[config.mk]
export PLATFORM = sky130hd
export DESIGN_NAME = vx_lsu_csr_bridge_flat
export DESIGN_NICKNAME = d
export VERILOG_FILES = /design/src/rtl/VX_gpu_pkg.sv /design/src/rtl/VX_lsu_to_csr_if.sv /design/src/rtl/VX_lsu_csr_addr_dec.sv /design/src/rtl/vx_lsu_csr_bridge.sv /design/src/flat_wrapper.sv
export SDC_FILE = /design/constraint.sdc
export NUM_CORES = 1
export LEC_CHECK = 0
export CORE_AREA = 8 8 305 307
export CTS_CLUSTER_SIZE = 14
export DETAILED_ROUTE_END_ITERATION = 10
export DIE_AREA = 0 0 313 315
export DONT_BUFFER_PORTS = 1
export GPL_TIMING_DRIVEN = 0
export PLACE_DENSITY = 0.46
export SYNTH_ARGS = -nofsm -noshare
export SYNTH_HDL_FRONTEND = slang
export SYNTH_SLANG_ARGS = --single-unit
[constraint.sdc]
create_clock -name clk -period 14.9 [get_ports clk]
set_input_delay 2.235 -clock clk [delete_from_list [all_inputs] [get_ports clk]]
set_output_delay 2.235 -clock clk [all_outputs]
set_load 0.01 [all_outputs]
[src/rtl/VX_gpu_pkg.sv]
// Shared types for the LSU-to-CSR bridge: lane/CSR geometry, the bridge FSM
// states, the latched-request record and a lane-masking helper.
package VX_gpu_pkg;

  localparam int NUM_LSU_LANES    = 4;
  localparam int VX_CSR_ADDR_BITS = 12;
  // Widest tag the latched-request record can carry; narrower tags are zero-extended.
  localparam int LSU_TAG_MAX_W    = 32;

  typedef logic [NUM_LSU_LANES-1:0][31:0] lane_data_t;

  typedef enum logic [1:0] {
    IDLE    = 2'd0,
    ISSUE   = 2'd1,
    CAPTURE = 2'd2,
    RSP     = 2'd3
  } lsu_csr_state_e;

  typedef struct packed {
    logic                     rw;
    logic [31:0]              addr;
    logic [NUM_LSU_LANES-1:0] mask;
    lane_data_t               data;
    logic [LSU_TAG_MAX_W-1:0] tag;
  } lsu_csr_req_t;

  // Zero every lane whose mask bit is clear.
  function automatic lane_data_t mask_lanes(lane_data_t d, logic [NUM_LSU_LANES-1:0] m);
    lane_data_t r;
    for (int i = 0; i < NUM_LSU_LANES; i++) begin
      r[i] = m[i] ? d[i] : 32'h0;
    end
    return r;
  endfunction

endpackage

[src/rtl/VX_lsu_to_csr_if.sv]
// CSR-side port of the bridge. The bridge is the master: it issues single-cycle
// read/write enables; the CSR block returns read_data exactly one cycle after
// read_enable. The enables alone qualify an access; addresses may hold stale values.
interface VX_lsu_to_csr_if;

  logic                                          write_enable;
  logic [VX_gpu_pkg::VX_CSR_ADDR_BITS-1:0]       write_addr;
  VX_gpu_pkg::lane_data_t                        write_data;
  logic                                          read_enable;
  logic [VX_gpu_pkg::VX_CSR_ADDR_BITS-1:0]       read_addr;
  VX_gpu_pkg::lane_data_t                        read_data;

  modport master (
    output write_enable, write_addr, write_data, read_enable, read_addr,
    input  read_data
  );

  modport slave (
    input  write_enable, write_addr, write_data, read_enable, read_addr,
    output read_data
  );

endinterface

[src/rtl/VX_lsu_csr_addr_dec.sv]
// Combinational CSR window decode: an address hits the window when it is at or
// above the base, its 32-bit offset is below the window size, and it is word
// aligned. Addresses below the base never wrap into the window.
module VX_lsu_csr_addr_dec
  import VX_gpu_pkg::*;
#(
  parameter logic [31:0] BASE_ADDR   = 32'hFF00_0000,
  parameter logic [31:0] WINDOW_SIZE = 32'h0000_1000
) (
  input  logic [31:0]                 addr,
  output logic                        in_window,
  output logic [VX_CSR_ADDR_BITS-1:0] csr_addr
);

  logic [31:0] w_offset;

  assign w_offset  = addr - BASE_ADDR;
  assign in_window = (addr >= BASE_ADDR) && (w_offset < WINDOW_SIZE) && (addr[1:0] == 2'b00);
  assign csr_addr  = w_offset[2 +: VX_CSR_ADDR_BITS];

endmodule

[src/rtl/vx_lsu_csr_bridge.sv]
// LSU-to-CSR bridge: accepts one LSU request at a time, turns in-window accesses
// into a single-cycle CSR read or write, and returns one response per request.
//
// Handshakes: a request transfers on the rising edge where req_valid && req_ready;
// a response transfers on the rising edge where rsp_valid && rsp_ready. The bridge
// holds every rsp_* output stable while rsp_valid is high and rsp_ready is low.
//
// Latency from the accept cycle N: error or empty-mask responses in N+1, writes
// in N+2, reads in N+3 (CSR read data arrives one cycle after read_enable).
module vx_lsu_csr_bridge
  import VX_gpu_pkg::*;
#(
  parameter logic [31:0] CSR_BASE_ADDR   = 32'hFF00_0000,
  parameter logic [31:0] CSR_WINDOW_SIZE = 32'h0000_1000,
  parameter int          TAG_WIDTH       = 8
) (
  input  logic                     clk,
  input  logic                     reset,
  input  logic                     req_valid,
  output logic                     req_ready,
  input  logic                     req_rw,
  input  logic [31:0]              req_addr,
  input  logic [NUM_LSU_LANES-1:0] req_mask,
  input  lane_data_t               req_data,
  input  logic [TAG_WIDTH-1:0]     req_tag,
  output logic                     rsp_valid,
  input  logic                     rsp_ready,
  output lane_data_t               rsp_data,
  output logic [TAG_WIDTH-1:0]     rsp_tag,
  output logic                     rsp_err,
  VX_lsu_to_csr_if.master          csr_if,
  output lsu_csr_state_e           dbg_state,
  output lsu_csr_req_t             dbg_req
);

  lsu_csr_state_e              r_state;
  logic                        r_armed;
  lsu_csr_req_t                r_req;
  logic                        r_rsp_valid;
  lane_data_t                  r_rsp_data;
  logic [TAG_WIDTH-1:0]        r_rsp_tag;
  logic                        r_rsp_err;
  logic                        r_we;
  logic [VX_CSR_ADDR_BITS-1:0] r_waddr;
  lane_data_t                  r_wdata;
  logic                        r_re;
  logic [VX_CSR_ADDR_BITS-1:0] r_raddr;

  logic                        w_in_window;
  logic [VX_CSR_ADDR_BITS-1:0] w_csr_addr;
  logic                        w_req_ready;
  logic                        w_accept;

  VX_lsu_csr_addr_dec #(
    .BASE_ADDR   (CSR_BASE_ADDR),
    .WINDOW_SIZE (CSR_WINDOW_SIZE)
  ) u_addr_dec (
    .addr      (req_addr),
    .in_window (w_in_window),
    .csr_addr  (w_csr_addr)
  );

  // r_armed keeps req_ready low until the first clock edge after reset release.
  assign w_req_ready = (r_state == IDLE) && r_armed;
  assign w_accept    = req_valid && w_req_ready;

  // Bridge FSM: latches the request, pulses the CSR enable for one cycle and
  // builds the registered response.
  always_ff @(posedge clk or posedge reset) begin
    if (reset) begin
      r_state     <= IDLE;
      r_armed     <= 1'b0;
      r_req       <= '0;
      r_rsp_valid <= 1'b0;
      r_rsp_data  <= '0;
      r_rsp_tag   <= '0;
      r_rsp_err   <= 1'b0;
      r_we        <= 1'b0;
      r_waddr     <= '0;
      r_wdata     <= '0;
      r_re        <= 1'b0;
      r_raddr     <= '0;
    end else begin
      r_armed <= 1'b1;
      case (r_state)
        IDLE: begin
          if (w_accept) begin
            r_req.rw   <= req_rw;
            r_req.addr <= req_addr;
            r_req.mask <= req_mask;
            r_req.data <= req_data;
            r_req.tag  <= LSU_TAG_MAX_W'(req_tag);
            if (!w_in_window || (req_mask == '0)) begin
              // Nothing to touch in the CSR block: answer immediately.
              r_rsp_valid <= 1'b1;
              r_rsp_err   <= !w_in_window;
              r_rsp_data  <= '0;
              r_rsp_tag   <= req_tag;
              r_state     <= RSP;
            end else if (req_rw) begin
              r_we    <= 1'b1;
              r_waddr <= w_csr_addr;
              r_wdata <= mask_lanes(req_data, req_mask);
              r_state <= ISSUE;
            end else begin
              r_re    <= 1'b1;
              r_raddr <= w_csr_addr;
              r_state <= ISSUE;
            end
          end
        end
        ISSUE: begin
          r_we <= 1'b0;
          r_re <= 1'b0;
          if (r_req.rw) begin
            r_rsp_valid <= 1'b1;
            r_rsp_err   <= 1'b0;
            r_rsp_data  <= '0;
            r_rsp_tag   <= r_req.tag[TAG_WIDTH-1:0];
            r_state     <= RSP;
          end else begin
            r_state <= CAPTURE;
          end
        end
        CAPTURE: begin
          // CSR read data is valid exactly one cycle after read_enable.
          r_rsp_valid <= 1'b1;
          r_rsp_err   <= 1'b0;
          r_rsp_data  <= mask_lanes(csr_if.read_data, r_req.mask);
          r_rsp_tag   <= r_req.tag[TAG_WIDTH-1:0];
          r_state     <= RSP;
        end
        RSP: begin
          if (rsp_ready) begin
            r_rsp_valid <= 1'b0;
            r_state     <= IDLE;
          end
        end
        default: r_state <= IDLE;
      endcase
    end
  end

  assign req_ready           = w_req_ready;
  assign rsp_valid           = r_rsp_valid;
  assign rsp_data            = r_rsp_data;
  assign rsp_tag             = r_rsp_tag;
  assign rsp_err             = r_rsp_err;
  assign csr_if.write_enable = r_we;
  assign csr_if.write_addr   = r_waddr;
  assign csr_if.write_data   = r_wdata;
  assign csr_if.read_enable  = r_re;
  assign csr_if.read_addr    = r_raddr;
  assign dbg_state           = r_state;
  assign dbg_req             = r_req;

endmodule
[src/flat_wrapper.sv]
// flat-port wrapper written by rule: the top's interface ports become plain ports
module vx_lsu_csr_bridge_flat import VX_gpu_pkg::*;
#(
  parameter logic [31:0] CSR_BASE_ADDR   = 32'hFF00_0000,
  parameter logic [31:0] CSR_WINDOW_SIZE = 32'h0000_1000,
  parameter int          TAG_WIDTH       = 8
)
  (clk, reset, req_valid, req_ready, req_rw, req_addr, req_mask, req_data, req_tag, rsp_valid, rsp_ready, rsp_data, rsp_tag, rsp_err, dbg_state, dbg_req, csr_if_write_enable, csr_if_write_addr, csr_if_write_data, csr_if_read_enable, csr_if_read_addr, csr_if_read_data);
  VX_lsu_to_csr_if csr_if_i ();
  input  logic clk;
  input  logic reset;
  input  logic req_valid;
  output logic req_ready;
  input  logic req_rw;
  input  logic [31:0] req_addr;
  input  logic [NUM_LSU_LANES-1:0] req_mask;
  input  lane_data_t req_data;
  input  logic [TAG_WIDTH-1:0] req_tag;
  output logic rsp_valid;
  input  logic rsp_ready;
  output lane_data_t rsp_data;
  output logic [TAG_WIDTH-1:0] rsp_tag;
  output logic rsp_err;
  output lsu_csr_state_e dbg_state;
  output lsu_csr_req_t dbg_req;
  output wire logic [$bits(csr_if_i.write_enable)-1:0] csr_if_write_enable;
  output wire logic [$bits(csr_if_i.write_addr)-1:0] csr_if_write_addr;
  output wire logic [$bits(csr_if_i.write_data)-1:0] csr_if_write_data;
  output wire logic [$bits(csr_if_i.read_enable)-1:0] csr_if_read_enable;
  output wire logic [$bits(csr_if_i.read_addr)-1:0] csr_if_read_addr;
  input wire logic [$bits(csr_if_i.read_data)-1:0] csr_if_read_data;
  assign csr_if_write_enable = csr_if_i.write_enable;
  assign csr_if_write_addr = csr_if_i.write_addr;
  assign csr_if_write_data = csr_if_i.write_data;
  assign csr_if_read_enable = csr_if_i.read_enable;
  assign csr_if_read_addr = csr_if_i.read_addr;
  assign csr_if_i.read_data = csr_if_read_data;
  vx_lsu_csr_bridge #(.CSR_BASE_ADDR(CSR_BASE_ADDR), .CSR_WINDOW_SIZE(CSR_WINDOW_SIZE), .TAG_WIDTH(TAG_WIDTH)) u_core (.clk(clk), .reset(reset), .req_valid(req_valid), .req_ready(req_ready), .req_rw(req_rw), .req_addr(req_addr), .req_mask(req_mask), .req_data(req_data), .req_tag(req_tag), .rsp_valid(rsp_valid), .rsp_ready(rsp_ready), .rsp_data(rsp_data), .rsp_tag(rsp_tag), .rsp_err(rsp_err), .csr_if(csr_if_i), .dbg_state(dbg_state), .dbg_req(dbg_req));
endmodule
==> run_results.csv, run 1 <==
group,metric,value,unit
worst_setup_path,cp.required,15.34,ns
sta,fin_crit_sh,29.85,%
final_layout,layout_common_cells,"nand2_1 (1041), dfrtp_1 (468), o21ai_0 (200)",
synthesis,synthTopCellsByArea,"dfrtp_1 (64%), nand2_1 (21%), o21ai_0 (5.4%)",
synthesis,ys_seq_area_share,63.57,%
drt,routed_wl,82710,um
clock_network,holdBufCountCts,0,
grt,grt_max_degree,41,
sta,drv_slew,0,
drt,drt_iter0_markers,1027,
worst_setup_path,cpMostUsedCell,"clkbuf_1",
floorplanning,core_area,87970,sq um
sta,rsz0062_at_grt,"false",
worst_setup_path,path_class,"input port to flip-flop",
synthesis,synth_top_area_share,63.57,%
floorplanning,die_x,313,um
clock_network,cts_root_buffer,"clkbuf_16",
worst_setup_path,crit_family,"buffers and inverters",
worst_hold_path,holdPathStages,2,
synthesis,ys_types,37,
floorplanning,rows,109,
synthesis,avgSynthCellArea,9.147,sq um
floorplanning,start_util,20.94,%
sta,setup_viol_count_final,0,
worst_setup_path,slowest_stage,"clkbuf_1",
sta,finalClockSkew,0.02241,ns
worst_setup_path,rr_worst_depth,9,
clock_network,cts_tree,"built",
clock_network,ctsLongestPathBuffers,3,
sta,holdWs,0.5508,ns
grt,grt_usage,16.04,%
synthesis,yosysWarnings,0,
worst_setup_path,endpoint_kind,"flip-flop",
final_layout,drive_above_1_share,8.718,%
drt,post-route-drc-count,0,
sta,fin_setup_tns,0,ns
drt,vias_per_cell,4.285,
worst_setup_path,crit_cells,7,
synthesis,synth_top_area_cell,"dfrtp_1",
placed_design,dp_hpwl,65940,um
grt,antenna_found_initial,5,
drt,drt_pass1_iterations,4,
final_layout,final_common_cell,"nand2_1",
clock_network,postCtsResizedCells,0,
drt,vias,14190,
placed_design,port_buffers,0,
worst_setup_path,max_stage_delay,0.65,ns
clock_network,cts_inserted_buffers,54,
drt,drtAntennaViolNets,0,
grt,grt_pass1_wl,116700,um
clock_network,clock-sinks,468,
clock_network,h-tree-depth,2,
floorplanning,fp.dieArea,98600,sq um
clock_network,path_clk_slew,0.06,ns
worst_setup_path,cp-start-kind,"input port",
sta,finalHoldViolCount,0,
final_layout,final_core_util,25.02,%
power,peakVddDrop,0.00009456,V
worst_setup_path,cp.arrival,4.89,ns
clock_network,cts_setup_buffers,0,
job,cap_violations,0,
sta,fin_crit,4.448,ns
outcome,status,"finished, final reports clean",
floorplanning,die_y,315,um
clock_network,clock_latency,0.61,ns
power,p_leak,10.40,nW
grt,grt_overflow,0,
synthesis,synthesis.area,18420,sq um
worst_setup_path,cp_max_fo,10,
sta,worstMarginPinSlew,1.172,ns
drt,wl_per_cell,24.97,um
floorplanning,ioPinCount,797,
placed_design,place_congestion,0.8067,
final_layout,nets,2416,
sta,slew_headroom,21.89,%
sta,fmax,224.8,MHz
synthesis,syn_inst,2014,
worst_setup_path,cp.buffers_inverters,3,
final_layout,syn_to_final_growth,19.44,%
grt,grt_pass1_vias,14650,
worst_setup_path,cp_cell_sequence,"clkbuf_1, or4_4, nand4_1, o21ai_2, buf_2, clkbuf_1, o21ai_1",
worst_hold_path,hold_class,"flip-flop to flip-flop",
power,power_density,206.5,nW/um^2
synthesis,ys_ff_latch,468,
-- per-stage QoR --
stage	instances	area (sq um)	power (mW)	setup WS [ns]
global placement	3202	19970	3.273	2.994
CTS	3310	22000	4.651	10.19
global route	3311	22000	4.846	10.20
floorplan	2037	18510	2.707	6.328
detailed placement	3216	20250	3.294	9.524
finish	3312	22000	4.544	10.45
-- flip-flops by register name, indices dropped and copies added (netlist names), 2 cells and up --
name	flops
u_core.dbg_state	2
u_core.csr_if.write_data	128
u_core.rsp_data	128
u_core.rsp_tag	8
u_core.csr_if.write_addr	12
u_core.csr_if.read_addr	12
u_core.dbg_req	173
-- synth_stat cells --
cell type	n
and4_1	1
mux2_2	21
o21ai_0	200
o21ai_1	68
clkbuf_1	96
mux2i_1	8
or4_4	1
a21oi_1	3
a211oi_2	1
nor4bb_1	1
o21a_1	1
buf_4	37
nand2_1	1041
nor4b_1	2
nand2b_1	1
clkbuf_2	1
inv_1	5
o21ai_2	1
nand3_1	2
a2bb2oi_1	1
buf_6	3
nor2_1	3
buf_2	19
a41oi_1	1
dfrtp_1	468
and2_1	8
nor2b_1	4
a2111oi_0	1
and3_1	1
conb_1	2
nand4_1	2
nor4_1	1
and4_2	1
a21o_1	2
nand4_4	1
o22ai_1	1
ha_1	4
-- final timing paths --
kind                                       end  slack [ns]                start
hold reg to reg            u_core.rsp_data[61]        0.55  u_core.rsp_data[61]
hold / removal             u_core.rsp_data[61]        0.55  u_core.rsp_data[61]
min in group asynchronous       u_core.rsp_err        1.62                reset
setup / recovery           u_core.rsp_data[22]       10.45          req_mask[1]
setup reg to reg           u_core.dbg_req[161]       11.17  u_core.dbg_state[0]
max in group asynchronous   u_core.dbg_req[68]       11.57                reset
-- kinds of logic (layout without fill, tap and decap cells) --
group	count (synthesis)	in the layout	share of synthesized area, %
fa+ha+maj	4	4	0.2717
other cells	2	27	0.04076
buf+inv	161	269	4.292
simple gates	1070	1070	22.33
compound gates	280	280	7.776
mux	29	29	1.718
flops	468	468	63.57
-- power breakdown --
| part | switching (mW) | internal (mW) | leakage, nW |
|---|---|---|---|
| Sequential | 0.591 | 1.65 | 6.24 |
| Combinational | 0.701 | 0.275 | 3.29 |
| Clock | 0.549 | 0.780 | 0.870 |
-- layer usage --
layer | global-route usage (%) | wire, um | vias to the layer above | part of all wire (%)
met1 | 18.45 | 31720 | 6998 | 38
li1 | - | - | 6499 | -
met4 | 3.841 | 1811 | 0 | 2.2
met5 | 0 | 0 | - | 0
met2 | 27.90 | 40840 | 607 | 49
met3 | 6.299 | 8341 | 89 | 10
-- worst min-delay path, cell delays in order (launching register included) --
cell and delay [ns]:
dfrtp_1 0.40, nand2_1 0.06, o21ai_0 0.06
-- cell type report --
cell class / instances / area (sq um)
Timing Repair Buffer: 14 / 267.8
Buffer: 156 / 774.5
Antenna cell: 2 / 5.005
Tap cell: 1165 / 1458
Inverter: 5 / 22.52
Clock inverter: 16 / 181.4
Sequential cell: 468 / 11710
Clock buffer: 78 / 1572
Multi-Input combinational cell: 1408 / 6013
Fill cell: 9643 / 65960
No activity file was read; power rests on OpenSTA's default activity.
==> run 2, diff against run 1 <==
--- a/config.mk
+++ b/config.mk
@@ -11,7 +11,7 @@
 export DIE_AREA = 0 0 313 315
 export DONT_BUFFER_PORTS = 1
 export GPL_TIMING_DRIVEN = 0
-export PLACE_DENSITY = 0.46
+export PLACE_DENSITY = 0.45
 export SYNTH_ARGS = -nofsm -noshare
 export SYNTH_HDL_FRONTEND = slang
 export SYNTH_SLANG_ARGS = --single-unit
==> constraint.sdc (replaced) <==
create_clock -name clk -period 4.11 [get_ports clk]
set_input_delay 0.6165 -clock clk [delete_from_list [all_inputs] [get_ports clk]]
set_output_delay 0.6165 -clock clk [all_outputs]
set_load 0.01 [all_outputs]
==> run 2 against run 1 <==
First-iteration DRC count shrank 3.4%; critical path depth grew 2; combinational power grew to 3.6 times the previous value; non-clock buffer count shrank 1; worst hold slack lost 0.45 ns; routed wire length shrank 4.3%; global-route usage shrank 0.80 points.
==> run_results.csv, run 2 (synthesis results as in run 1) <==
group,metric,value,unit
outcome,status,"finished, final reports clean",
grt,grt_pass1_wl,112000,um
grt,antenna_found_initial,6,
drt,drt_iter0_markers,992,
final_layout,layout_common_cells,"nand2_1 (1041), dfrtp_1 (468), o21ai_0 (200)",
worst_hold_path,hold_class,"input port to flip-flop",
grt,grt_overflow,0,
clock_network,clock_latency,0.62,ns
sta,fin_setup_tns,0,ns
final_layout,drive_above_1_share,8.791,%
sta,setup_slack,0.5595,ns
final_layout,fill_cells,9558,
final_layout,multiInputGateArea,6007,sq um
power,power,16.67,mW
drt,vias_per_cell,4.336,
worst_setup_path,crit_family,"buffers and inverters",
sta,finalClockSkew,0.01767,ns
clock_network,ctsLongestPathBuffers,3,
floorplanning,ioPinCount,797,
floorplanning,rows,109,
sta,drv_slew,0,
floorplanning,fp.dieArea,98600,sq um
clock_network,h-tree-depth,2,
final_layout,final_common_cell,"nand2_1",
grt,grt_pass1_vias,15080,
final_layout,syn_to_final_growth,20.06,%
sta,slew_headroom,28.22,%
drt,routed_wl,79170,um
sta,worstMarginPinSlew,1.077,ns
clock_network,clock-sinks,468,
worst_setup_path,cp.required,4.65,ns
worst_setup_path,r2r_start,"u_core.dbg_state[0]",
final_layout,design_area,22120,sq um
power,power_density,753.5,nW/um^2
clock_network,cts_setup_buffers,0,
drt,wl_per_cell,23.85,um
power,clkPwrFrac,30.7,%
power,p_switching,6.604,mW
power,p_leak,10.45,nW
clock_network,postCtsResizedCells,0,
power,share_seq_of_total_power,48.3,%
sta,fmax,281.7,MHz
worst_setup_path,cp_max_fo,11,
placed_design,placed_area,20210,sq um
sta,rsz0062_at_grt,"false",
drt,vias,14390,
worst_setup_path,cp_cell_sequence,"inv_1, ha_1, clkbuf_1, and3_1, clkbuf_2, clkbuf_1, buf_2, nand2_1, nand2_1",
worst_setup_path,max_stage_delay,0.66,ns
power,peakVddDrop,0.0003210,V
worst_setup_path,path_class,"flip-flop to flip-flop",
clock_network,cts_tree,"built",
clock_network,holdBufCountCts,1,
worst_setup_path,cp-start-kind,"flip-flop",
grt,grt_usage,15.24,%
placed_design,port_buffers,0,
floorplanning,start_util,20.94,%
clock_network,path_clk_slew,0.06,ns
drt,drt_pass1_iterations,5,
floorplanning,core_area,87970,sq um
final_layout,final-seq-area,11710,sq um
power,p_int,10.06,mW
worst_setup_path,slowest_stage,"clkbuf_1",
grt,grt_max_degree,43,
worst_setup_path,cp.buffers_inverters,5,
worst_setup_path,timing.critical_path.from,"u_core.dbg_state[0]",
sta,fin_crit,3.550,ns
placed_design,place_congestion,0.8588,
sta,fin_crit_sh,86.39,%
drt,post-route-drc-count,0,
sta,setup_viol_count_final,0,
power,combPwrFrac,21.0,%
clock_network,cts_inserted_buffers,53,
floorplanning,die_x,313,um
final_layout,largest_reg_flops,173,
final_layout,nets,2414,
placed_design,dp_slack,0.3488,ns
drt,drtAntennaViolNets,0,
placed_design,dp_hpwl,64420,um
final_layout,final_core_util,25.14,%
clock_network,cts_root_buffer,"clkbuf_16",
floorplanning,die_y,315,um
job,cap_violations,0,
sta,finalHoldViolCount,0,
power,switching_share,39.62,%
worst_setup_path,endpoint_kind,"flip-flop",
worst_hold_path,min_from,"req_data[37]",
worst_setup_path,cp.arrival,4.09,ns
[run 2: power groups by stage]
stage          sequential [mW]  combinational [mW]  clock, mW
5_1_grt                   8.24                4.04       5.41
3_3_place_gp              8.18                3.43          0
3_5_place_dp              8.19                3.59          0
6_report                  8.06                3.49       5.12
4_1_cts                   8.13                3.59       5.25
2_1_floorplan             7.40                2.41          0
[run 2: final timing paths]
path / cells after the start / end / slack [ns]
min: 2 / u_core.dbg_req[69] / 0.11
max reg2reg: 9 / u_core.dbg_req[163] / 0.56
min in group asynchronous: 2 / u_core.rsp_data[17] / 0.55
max: 9 / u_core.dbg_req[163] / 0.56
max in group asynchronous: 7 / u_core.csr_if.write_data[10] / 1.83
min reg2reg: 2 / u_core.dbg_req[135] / 0.56
[run 2: area by class of cell]
type	instances	share of cell area (%)
multi-input combinational	1408	27.16
inverter	5	0.1018
sequential	468	52.95
tap	1165	6.590
antenna	4	0.04525
clock buffer	80	7.133
timing repair buffer	13	1.131
clock inverter	20	1.392
buffer	156	3.502
[run 2: layer usage]
| layer | vias up | routed length [um] | part of all wire (%) | GRT usage (%) |
|---|---|---|---|---|
| met5 | - | 0 | 0 | 0 |
| met4 | 0 | 2146 | 2.7 | 4.467 |
| met3 | 92 | 9271 | 12 | 6.921 |
| met2 | 667 | 39730 | 50 | 26.85 |
| met1 | 7132 | 28020 | 35 | 16.33 |
| li1 | 6500 | - | - | - |
[run 2: per-stage QoR]
| stage | hold slack (ns) | std cells |
|---|---|---|
| after floorplan | 0.5111 | 2037 |
| after global placement | 0.5419 | 3202 |
| after detailed placement | 0.5416 | 3214 |
| after CTS | 0.04789 | 3315 |
| after global routing | 0.06853 | 3318 |
| final | 0.1056 | 3319 |
